**config.mk**
```make
export PLATFORM = sky130hd
export DESIGN_NAME = uart_tx_feeder
export DESIGN_NICKNAME = d
export VERILOG_FILES = /design/src/rtl/uart_tx_feeder.sv
export SDC_FILE = /design/constraint.sdc
export NUM_CORES = 1
export LEC_CHECK = 0
export BUFFER_PORTS_ARGS = -buffer_cell sky130_fd_sc_hd__buf_2
export CORE_UTILIZATION = 55
export DETAILED_ROUTE_END_ITERATION = 8
export HOLD_SLACK_MARGIN = 0.02
export PLACE_DENSITY_LB_ADDON = 0.3
export SLEW_MARGIN = 15
export SYNTH_ARGS = -nofsm -noshare
export SYNTH_HDL_FRONTEND = slang
export SYNTH_SLANG_ARGS = --single-unit
```
**constraint.sdc**
```tcl
create_clock -name i_clock -period 2.9 [get_ports i_clock]
set_input_delay 0.435 -clock i_clock [delete_from_list [all_inputs] [get_ports i_clock]]
set_output_delay 0.435 -clock i_clock [all_outputs]
set_load 0.02 [all_outputs]
```
**src/rtl/uart_tx_feeder.sv**
```systemverilog
// Buffers received bytes in a circular FIFO and launches them one at a time into the UART transmitter.
// Push visible in o_count one edge after the strobe; launch one edge later; the next launch waits for i_tx_done.
module uart_tx_feeder #(
    parameter int ADDR_W = 4
) (
    input  logic              i_clock,
    input  logic              i_reset,
    input  logic              i_rx_interrupt,
    input  logic [7:0]        i_rx_data,
    input  logic              i_tx_done,
    output logic              o_tx_data_interrupt,
    output logic [7:0]        o_tx_data,
    output logic [ADDR_W:0]   o_count,
    output logic              o_empty,
    output logic              o_full,
    output logic              o_overflow
);

    localparam int DEPTH = 2 ** ADDR_W;
    localparam logic [ADDR_W:0] FULL_CNT = {1'b1, {ADDR_W{1'b0}}};

    typedef enum logic [1:0] {
        S_IDLE   = 2'd0,
        S_LAUNCH = 2'd1,
        S_WAIT   = 2'd2
    } state_t;

    state_t              state_q, state_d;
    logic [7:0]          mem [DEPTH];
    logic [ADDR_W-1:0]   wr_ptr_q, wr_ptr_d;
    logic [ADDR_W-1:0]   rd_ptr_q, rd_ptr_d;
    logic [ADDR_W:0]     count_q, count_d;
    logic                overflow_q, overflow_d;
    logic [7:0]          tx_data_q, tx_data_d;
    logic                tx_int_q, tx_int_d;
    logic                full_w, empty_w;
    logic                push, pop;

    assign full_w  = (count_q == FULL_CNT);
    assign empty_w = (count_q == '0);

    // Full is judged on the registered count, so a pop in the same cycle does not rescue the push.
    assign push = i_rx_interrupt && !full_w;

    always_comb begin
        state_d   = state_q;
        rd_ptr_d  = rd_ptr_q;
        tx_data_d = tx_data_q;
        tx_int_d  = 1'b0;
        pop       = 1'b0;
        case (state_q)
            S_IDLE: begin
                if (!empty_w) begin
                    pop       = 1'b1;
                    tx_data_d = mem[rd_ptr_q];
                    rd_ptr_d  = rd_ptr_q + ADDR_W'(1);
                    tx_int_d  = 1'b1;
                    state_d   = S_LAUNCH;
                end
            end
            S_LAUNCH: state_d = S_WAIT;
            S_WAIT: begin
                if (i_tx_done) begin
                    state_d = S_IDLE;
                end
            end
            default: state_d = S_IDLE;
        endcase
    end

    always_comb begin
        wr_ptr_d   = push ? (wr_ptr_q + ADDR_W'(1)) : wr_ptr_q;
        overflow_d = overflow_q | (i_rx_interrupt & full_w);
        count_d    = count_q;
        case ({push, pop})
            2'b10:   count_d = count_q + (ADDR_W + 1)'(1);
            2'b01:   count_d = count_q - (ADDR_W + 1)'(1);
            default: count_d = count_q;
        endcase
    end

    always_ff @(posedge i_clock) begin
        if (i_reset) begin
            state_q    <= S_IDLE;
            wr_ptr_q   <= '0;
            rd_ptr_q   <= '0;
            count_q    <= '0;
            overflow_q <= 1'b0;
            tx_data_q  <= 8'h00;
            tx_int_q   <= 1'b0;
        end else begin
            state_q    <= state_d;
            wr_ptr_q   <= wr_ptr_d;
            rd_ptr_q   <= rd_ptr_d;
            count_q    <= count_d;
            overflow_q <= overflow_d;
            tx_data_q  <= tx_data_d;
            tx_int_q   <= tx_int_d;
        end
    end

    // Storage needs no reset; the pointers and count define what is valid.
    always_ff @(posedge i_clock) begin
        if (push) begin
            mem[wr_ptr_q] <= i_rx_data;
        end
    end

    assign o_tx_data_interrupt = tx_int_q;
    assign o_tx_data           = tx_data_q;
    assign o_count             = count_q;
    assign o_empty             = empty_w;
    assign o_full              = full_w;
    assign o_overflow          = overflow_q;

endmodule

```
## Yosys cells after proc, flatten, opt, wreduce, memory -nomap -nowiden

Memories as Yosys holds them, arrays and structs flattened. A register that Yosys moved wholly into a read port is not among the register bits.
Index checks and enable logic that the tools add are counted.

| operators by class | value |
|---|---|
| add/sub/neg operators | 4 |
| bitwise gates (word level) | 3 |
| multiplexer cells | 8 |
| reduce and logical (&&, ||, !) cells | 7 |
| equality and inequality tests | 7 |

Operators by type and width:

| kind | count |
|---|---|
| case mux 5 bit (2 select lines) | 1 |
| adder 4 x 1 -> 4 bit (second input constant) | 2 |
| case mux 2 bit (3 select lines) | 1 |
| adder 5 x 1 -> 5 bit (second input constant) | 1 |
| == test 5 bit (second input constant) | 1 |
| logical NOT 5 bit | 1 |
| subtractor 5 x 1 -> 5 bit (second input constant) | 1 |
| == test 2 x 1 -> 1 bit (second input constant) | 2 |
| == test 2 bit (second input constant) | 2 |
| two-way mux 1 bit | 4 |
| two-way mux 2 bit | 2 |
| inequality test 2 bit (second input constant) | 2 |
| AND reduction 2 bit | 2 |
| logical NOT 2 bit | 1 |
| nonzero test 2 bit | 1 |
| AND 1 bit | 1 |
| logical AND 1 bit | 1 |
| logical NOT 1 bit | 1 |
| inverter 1 bit | 1 |
| bitwise OR 1 bit | 1 |

| storage, ports and cells | value |
|---|---|
| input port bits | 12 |
| output and inout bits | 17 |
| memories | 1 |
| bits in writable memories | 128 |
| register bits after elaboration | 17 |

Memories:

| memory | depth | width | read ports | clocked after memory_dff | write ports | line | text |
|---|---|---|---|---|---|---|---|
| mem | 16 | 8 | 1 | 1 | 1 | 29 | `logic [7:0] mem [DEPTH];` |

## Depth between registers and ports, before layout

Gate-level depths: netlist of the first run.

| logic depth | value |
|---|---|
| word-level depth | 5 |
| mapped depth | 12 |

## Worst setup path after synthesis of the first run

Ideal clock, no wire load.

| timing path | value |
|---|---|
| path kind | reg-to-reg |
| start point | register count_q[2], in the netlist o_count[2] |
| end point | register count_q[4], in the netlist o_count[4] |
| period minus slack after synthesis | 3074 ps |
| setup time | 121 ps |
| cell stages (with the launch flop) | 13 |
| setup slack | -174 ps |
| arrival time | 2953 ps |
| buffers on the path | 3 |
| path through | dfxtp_1 -> buf_2 -> nor4_1 -> a21boi_1 -> clkbuf_1 -> ha_1 -> clkbuf_1 -> xor2_1 -> ha_1 -> a21oi_1 -> or3_1 -> a31oi_1 -> mux2_2 |

| between the ends | value |
|---|---|
| longest elaborated chain between the ends | 5 |
| elaborated cells on any way between the ends | 12 |

Ends and longest elaborated chain:

| item | line | text |
|---|---|---|
| from (decl) | 32 | `logic [ADDR_W:0] count_q, count_d;` |
| from (signal assigned) | 95 | `count_q <= count_d;` |
| logical NOT 5 bit * | 40 | `assign empty_w = (count_q == '0);` |
| two-way mux 1 bit * | 53 | `if (!empty_w) begin` |
| two-way mux 1 bit * | - |  |
| via pop | 37 | `logic push, pop;` |
| == test 2 x 1 -> 1 bit / == test 2 bit (equally long branches) | 75 | `case ({push, pop})` |
| case mux 5 bit (2 select lines) / nonzero test 2 bit (equally long branches) | - |  |

Mark *: on every way through the listed nets, which the timed path passes. The rest lies on a longest branch.
A chain may end at the register's enable or synchronous reset.

## Worst setup path in the final report of the first run

| timing path | value |
|---|---|
| start point | register count_q[0], in the netlist o_count[0] |
| end point | register count_q[4], in the netlist o_count[4] |

| between the ends | value |
|---|---|
| longest elaborated chain between the ends | 5 |
| elaborated cells on any way between the ends | 12 |

Ends and longest elaborated chain:

| item | line |
|---|---|
| logical NOT 5 bit / == test 5 bit (equally long branches) | 40, 39 |
| two-way mux 1 bit / logical NOT 1 bit (equally long branches) | 53, 43 |
| two-way mux 1 bit / logical AND 1 bit (equally long branches) | - |
| == test 2 x 1 -> 1 bit / == test 2 bit (equally long branches) | 75 |
| case mux 5 bit (2 select lines) / nonzero test 2 bit (equally long branches) | - |

Parallel ways exist; a longest one is shown, timed or not.

==> results of run 1 <==
## worst max path at each step
| stage | to | cells past startpoint | slack, ns | startpoint |
|---|---|---|---|---|
| floorplan | o_count[4] | 12 | 0.01 | o_count[2] |
| global placement | o_count[4] | 10 | 0.26 | o_count[0] |
| detailed placement | o_count[4] | 10 | 0.17 | o_count[0] |
| CTS | o_count[4] | 10 | 0.14 | o_count[0] |
| global route | o_count[4] | 10 | 0.10 | o_count[0] |
| finish | o_count[4] | 10 | 0.27 | o_count[0] |
## power by group through the flow
stage	Clock (mW)	Sequential, mW	Combinational (mW)
after CTS	2.18	2.65	1.31
final	2.16	2.66	1.32
after floorplan	0	2.73	0.872
after global placement	0	2.69	1.24
after global routing	2.26	2.67	1.42
after detailed placement	0	2.70	1.30
## final cells by class
class	instances	area share, %
flip-flops and latches	153	61.5
well taps	140	2.48
inverters	4	0.212
clock buffers	21	6.21
multi-input cells	224	23.8
clock inverters	11	2.07
repair buffers	43	3.75
## registers in the layout (all words and copies together) (netlist names)
signal and count:
o_count 5, o_tx_data_interrupt 1, state_q 2, o_tx_data 8, o_overflow 1, mem 128
wr_ptr_q 4, rd_ptr_q 4
## worst max-delay path, stage by stage, from the launching register on
cell and delay [ns]:
dfxtp_1 0.32, nor4_2 0.41, a21boi_1 0.16, inv_1 0.10, ha_1 0.18, xor2_1 0.16, ha_1 0.17, a21oi_1 0.07
or3_1 0.36, a31oi_1 0.22, mux2_2 0.36
## synth_stat cells, types with 3 or more instances
master,instances
o211ai_1,3
nor3_1,5
inv_1,4
nand2_1,5
o22ai_1,33
or3b_1,3
dfxtp_1,25
nor4_1,9
a211oi_1,8
or3_1,3
nand3b_1,3
ha_1,8
clkbuf_1,10
a21oi_1,3
nor2_1,40
mux2i_1,68
nor2b_1,5
xor2_1,7
edfxtp_1,128
buf_4,4
buf_2,9
## routing by layer
| layer | track usage [%] | vias to the layer above |
|---|---|---|
| li1 | - | 1637 |
| met1 | 30.6 | 1718 |
| met2 | 36.6 | 122 |
| met3 | 6.05 | 26 |
| met4 | 11.2 | 0 |
| met5 | 0 | - |
## metrics by stage
stage               power (mW)  cells  setup WS (ns)  hold slack, ns  cell area [µm²]
floorplan                 3.60    408         0.0116           0.485             6170
global placement          3.93    564          0.264           0.449             6470
finish                    6.13    596          0.267           0.221             7070
CTS                       6.14    596          0.136           0.204             7060
detailed placement        3.99    564          0.171           0.463             6470
global route              6.35    596          0.101           0.244             7070
## cell families after synthesis
group                      count (synthesis)  share of synthesized area, %
muxes                                     70                          11.4
AOI/OAI and AO/OA                         57                          6.29
adders and majority gates                  8                          1.62
xor gates and xnor gates                   9                          1.28
and+or+nand+nor                           80                          6.43
DFF                                      153                          70.4
buffers and inverters                     31                          2.58
==> flow_metrics.env, run 1 <==
export IMPL_top_layer_used="met4"
export IMPL_start_util_pct=56.7
export IMPL_p_sw_mw=1.77
export IMPL_multi_input_area_mm2=0.00168
export IMPL_drive_gt1_share_pct=17.5
export IMPL_cp_max_fo=3
export IMPL_layout_common_cells="edfxtp_1 (128), mux2i_1 (68), nor2_1 (40), o22ai_1 (33), buf_2 (28)"
export IMPL_holdBufCountCts=0
export IMPL_synth_cell_type_count=38
export IMPL_r2r_start="o_count[0]"
export IMPL_area_growth_pct=14.6
export IMPL_setup_violations=0
export IMPL_min_period_over_period_pct=90.8
export IMPL_syn_nets=428
export IMPL_ir_drop_mv=0.633
export IMPL_synth_cells=408
export IMPL_insertion_delay_ns=0.53
export IMPL_worstHoldStart="i_rx_interrupt"
export IMPL_synth_ff_type="edfxtp_1"
export IMPL_ant_nets=0
export IMPL_cap_viol_max_count=0
export IMPL_synth_seq_area_share_pct=70.4
export IMPL_die_h_um=108
export IMPL_p_int_mw=4.36
export IMPL_p_leak_nw=2.33
export IMPL_h_tree_depth=4
export IMPL_required_ns=3.31
export IMPL_worst_ep_arrival_time_ns=3.05
export IMPL_relSlewSlack_pct=43.1
export IMPL_final_setup_tns_ns=0
export IMPL_clockRootBuffer="clkbuf_8"
export IMPL_clk_pin_slew_ns=0.06
export IMPL_num_rows=38
export IMPL_drtIter0Drc=279
export IMPL_cts_setup_buffers=0
export IMPL_num_nets_final=463
export IMPL_seq_area_mm2=0.00435
export IMPL_rrSetupSlack_ns=0.27
export IMPL_skew_ns=0.00966
export IMPL_power_frac_clock_pct=35.2
export IMPL_synth_area_leaders="edfxtp_1 (62%), mux2i_1 (11%), dfxtp_1 (8.1%)"
export IMPL_power_frac_seq_pct=43.3
export IMPL_clockBufferDepth=2
export IMPL_core_area_mm2=0.0109
export IMPL_crit_type="reg -> reg"
export IMPL_route_layer_met1_wl_um=5260
export IMPL_status="finished clean"
export IMPL_p_per_area_mw_per_mm2=867
export IMPL_period_needed_ns=2.63
export IMPL_cts_resized=0
export IMPL_yosys_area_top_type="edfxtp_1"
export IMPL_place_congestion=0.791
export IMPL_wl_um=12300
export IMPL_synth_edf_count=128
export IMPL_max_freq_mhz=380
export IMPL_hold_path_class="in -> reg"
export IMPL_synth_warnings=0
export IMPL_antenna_cells=0
export IMPL_wire_per_inst_um=20.7
export IMPL_nFillCells=762
export IMPL_io_buffers=28
export IMPL_combPwrFrac_pct=21.5
export IMPL_cts_buffers_inserted=17
export IMPL_syn_area_per_cell_um2=15.1
export IMPL_viasPerCell=5.88
export IMPL_ys_async_sr_fraction_pct=0
export IMPL_worst_pin_slew_ns=0.850
export IMPL_io_pins=29
export IMPL_hold_path_depth=3
export IMPL_drt_first_pass_iters=5
export IMPL_synth_top_area_share_pct=62.3
export IMPL_rsz0062_at_grt="no"
export IMPL_timing_rr_end="o_count[4]"
export IMPL_slew_viol_final=0
export IMPL_syn_cell_area_mm2=0.00617
export IMPL_grt_start_max_net_pins=34
export IMPL_track_usage_pct=23.4
export IMPL_antenna_found_initial=0
export IMPL_routed_wl_met2_um=6040
export IMPL_met3_length_um=740
export IMPL_dieArea_mm2=0.0116
export IMPL_crit_path_end_kind="flip-flop"
export IMPL_dpl_hpwl_um=7970
export IMPL_final_common_cell="edfxtp_1"
export IMPL_post_route_util_pct=64.9
export IMPL_dieWidth_um=108
export IMPL_cts_sinks=153
export IMPL_finalHoldViolCount=0
export IMPL_holdPathEnd="o_overflow"
export IMPL_ff2ff_path_depth=10
export IMPL_grt_pass1_vias=3469
export IMPL_cts_tree="yes"
export IMPL_vias=3503
export IMPL_grt_pass1_wl_um=18900
export IMPL_drc=0
export IMPL_startpoint_type="flip-flop"
export IMPL_grt_ovfl_total=0
export IMPL_p_sw_share_pct=28.9
export IMPL_ys_ff_latch=153
Power figures use the tool's default switching activity.
==> run 2: changes to the inputs <==
--- a/config.mk
+++ b/config.mk
@@ -12,2 +12,3 @@
 export PLACE_DENSITY_LB_ADDON = 0.3
+export RECOVER_POWER = 50
 export SLEW_MARGIN = 15
==> constraint.sdc (replaced) <==
create_clock -name i_clock -period 2.9 [get_ports i_clock]
set_input_delay 0.29 -clock i_clock [delete_from_list [all_inputs] [get_ports i_clock]]
set_output_delay 0.29 -clock i_clock [all_outputs]
set_load 0.02 [all_outputs]
==> flow_metrics.env, run 2 (synthesis results as in run 1) <==
export IMPL_max_stage_delay_ns=0.52
export IMPL_track_usage_pct=23.7
export IMPL_p_sw_mw=1.77
export IMPL_rsz0062_at_grt="no"
export IMPL_ir_drop_mv=0.447
export IMPL_cts_setup_buffers=0
export IMPL_crit_chain="nor4_1 > a21boi_1 > inv_1 > ha_1 > xor2_1 > ha_1 > a21oi_1 > or3_1 > a31oi_1 > mux2_2"
export IMPL_dpl_cell_count=559
export IMPL_holdBufCountCts=0
export IMPL_grt_ovfl_total=0
export IMPL_r2r_start="o_count[0]"
export IMPL_cts_buffers_inserted=17
export IMPL_grt_pass1_wl_um=19300
export IMPL_p_int_mw=4.30
export IMPL_power_frac_clock_pct=35.3
export IMPL_status="finished clean"
export IMPL_holdPathEnd="o_overflow"
export IMPL_relSlewSlack_pct=29.5
export IMPL_h_tree_depth=4
export IMPL_final_common_cell="edfxtp_1"
export IMPL_cts_resized=0
export IMPL_die_h_um=108
export IMPL_crit_path_end_kind="flip-flop"
export IMPL_min_period_over_period_pct=93.0
export IMPL_insertion_delay_ns=0.53
export IMPL_viasPerCell=5.87
export IMPL_grt_pass1_vias=3498
export IMPL_cap_viol_max_count=0
export IMPL_power_frac_seq_pct=43.8
export IMPL_critPathMostFrequentCell="ha_1"
export IMPL_dieWidth_um=108
export IMPL_p_per_area_mw_per_mm2=868
export IMPL_core_area_mm2=0.0109
export IMPL_clockBufferDepth=2
export IMPL_p_leak_nw=2.22
export IMPL_cts_sinks=153
export IMPL_largest_reg_flops=128
export IMPL_ff2ff_path_depth=10
export IMPL_drive_gt1_share_pct=11.1
export IMPL_hold_path_depth=3
export IMPL_drtIter0Drc=229
export IMPL_drc=0
export IMPL_crit_type="reg -> reg"
export IMPL_io_buffers=28
export IMPL_p_sw_share_pct=29.1
export IMPL_startpoint_type="flip-flop"
export IMPL_worst_pin_slew_ns=1.05
export IMPL_hold_path_class="in -> reg"
export IMPL_skew_ns=0.00665
export IMPL_cp_max_fo=3
export IMPL_place_congestion=0.770
export IMPL_clockRootBuffer="clkbuf_8"
export IMPL_max_freq_mhz=371
export IMPL_timing_rr_end="o_count[4]"
export IMPL_dieArea_mm2=0.0116
export IMPL_dpl_hpwl_um=8130
export IMPL_ant_nets=0
export IMPL_post_route_util_pct=64.2
export IMPL_placed_area_mm2=0.00644
export IMPL_wire_per_inst_um=21.1
export IMPL_slew_viol_final=0
export IMPL_critPathSlowestCell="nor4_1"
export IMPL_regMostFlops="mem"
export IMPL_area_growth_pct=13.3
export IMPL_wl_um=12500
export IMPL_stdcell_count=591
export IMPL_num_rows=38
export IMPL_num_nets_final=458
export IMPL_period_needed_ns=2.70
export IMPL_grt_start_max_net_pins=30
export IMPL_required_ns=3.32
export IMPL_layout_common_cells="edfxtp_1 (128), mux2i_1 (68), nor2_1 (40), o22ai_1 (33), clkbuf_1 (26)"
export IMPL_io_pins=29
export IMPL_finalHoldViolCount=0
export IMPL_worst_ep_arrival_time_ns=3.11
export IMPL_clk_pin_slew_ns=0.06
export IMPL_setup_violations=0
export IMPL_cts_tree="yes"
export IMPL_worstHoldStart="i_rx_interrupt"
export IMPL_antenna_found_initial=0
export IMPL_start_util_pct=56.7
export IMPL_combPwrFrac_pct=20.9
export IMPL_fin_area_mm2=0.00699
export IMPL_antenna_cells=0
export IMPL_drt_first_pass_iters=4
export IMPL_final_setup_tns_ns=0
export IMPL_vias=3467
export IMPL_rrSetupSlack_ns=0.20
[run 2: metal layers]
layer	vias up	track usage (%)	part of all wire (%)
met5	-	0	0
met1	1697	30.2	42
met2	113	38.2	50
met4	0	10.9	2.5
li1	1629	-	-
met3	28	6.48	5.8
[run 2: stage by stage]
stage / setup slack [ns] / hold WS, ns / total power, mW
floorplan: 0.0116 / 0.389 / 3.60
global placement: 0.287 / 0.448 / 3.92
detailed placement: 0.183 / 0.455 / 3.98
CTS: 0.167 / 0.0592 / 6.11
global route: 0.00923 / 0.101 / 6.31
finish: 0.203 / 0.0822 / 6.07
[run 2: critical path, delay by kind of cell (launching register included)]
family / cells / cell delay (ns)
buffers and inverters: 1 / 0.12
AND/OR/NAND/NOR: 2 / 0.88
adder cells (fa/ha/maj): 2 / 0.35
XOR/XNOR: 1 / 0.15
AO/OA/AOI/OAI: 3 / 0.44
flip-flops: 1 / 0.32
multiplexers: 1 / 0.34
[run 2: layout make-up]
type | instances | area [µm²]
inverters | 4 | 15.0
flip-flops and latches | 153 | 4350
clock buffers | 20 | 425
multi-input cells | 224 | 1680
fillers | 801 | 3900
well taps | 140 | 175
repair buffers | 38 | 199
clock inverters | 12 | 150
[run 2: how the worst max path moves through the flow]
stage                     from          to  slack, ns
floorplan           o_count[2]  o_count[4]       0.01
global placement    o_count[0]  o_count[4]       0.29
detailed placement  o_count[0]  o_count[4]       0.18
CTS                 o_count[0]  o_count[4]       0.17
global route        o_count[0]  o_count[4]      0.009
finish              o_count[0]  o_count[4]       0.20
[run 2: power groups by stage]
stage,clock network [mW],registers (mW),logic (mW)
final,2.14,2.66,1.27
after global routing,2.25,2.67,1.39
after CTS,2.16,2.65,1.30
after detailed placement,0,2.70,1.28
after global placement,0,2.69,1.23
after floorplan,0,2.73,0.872
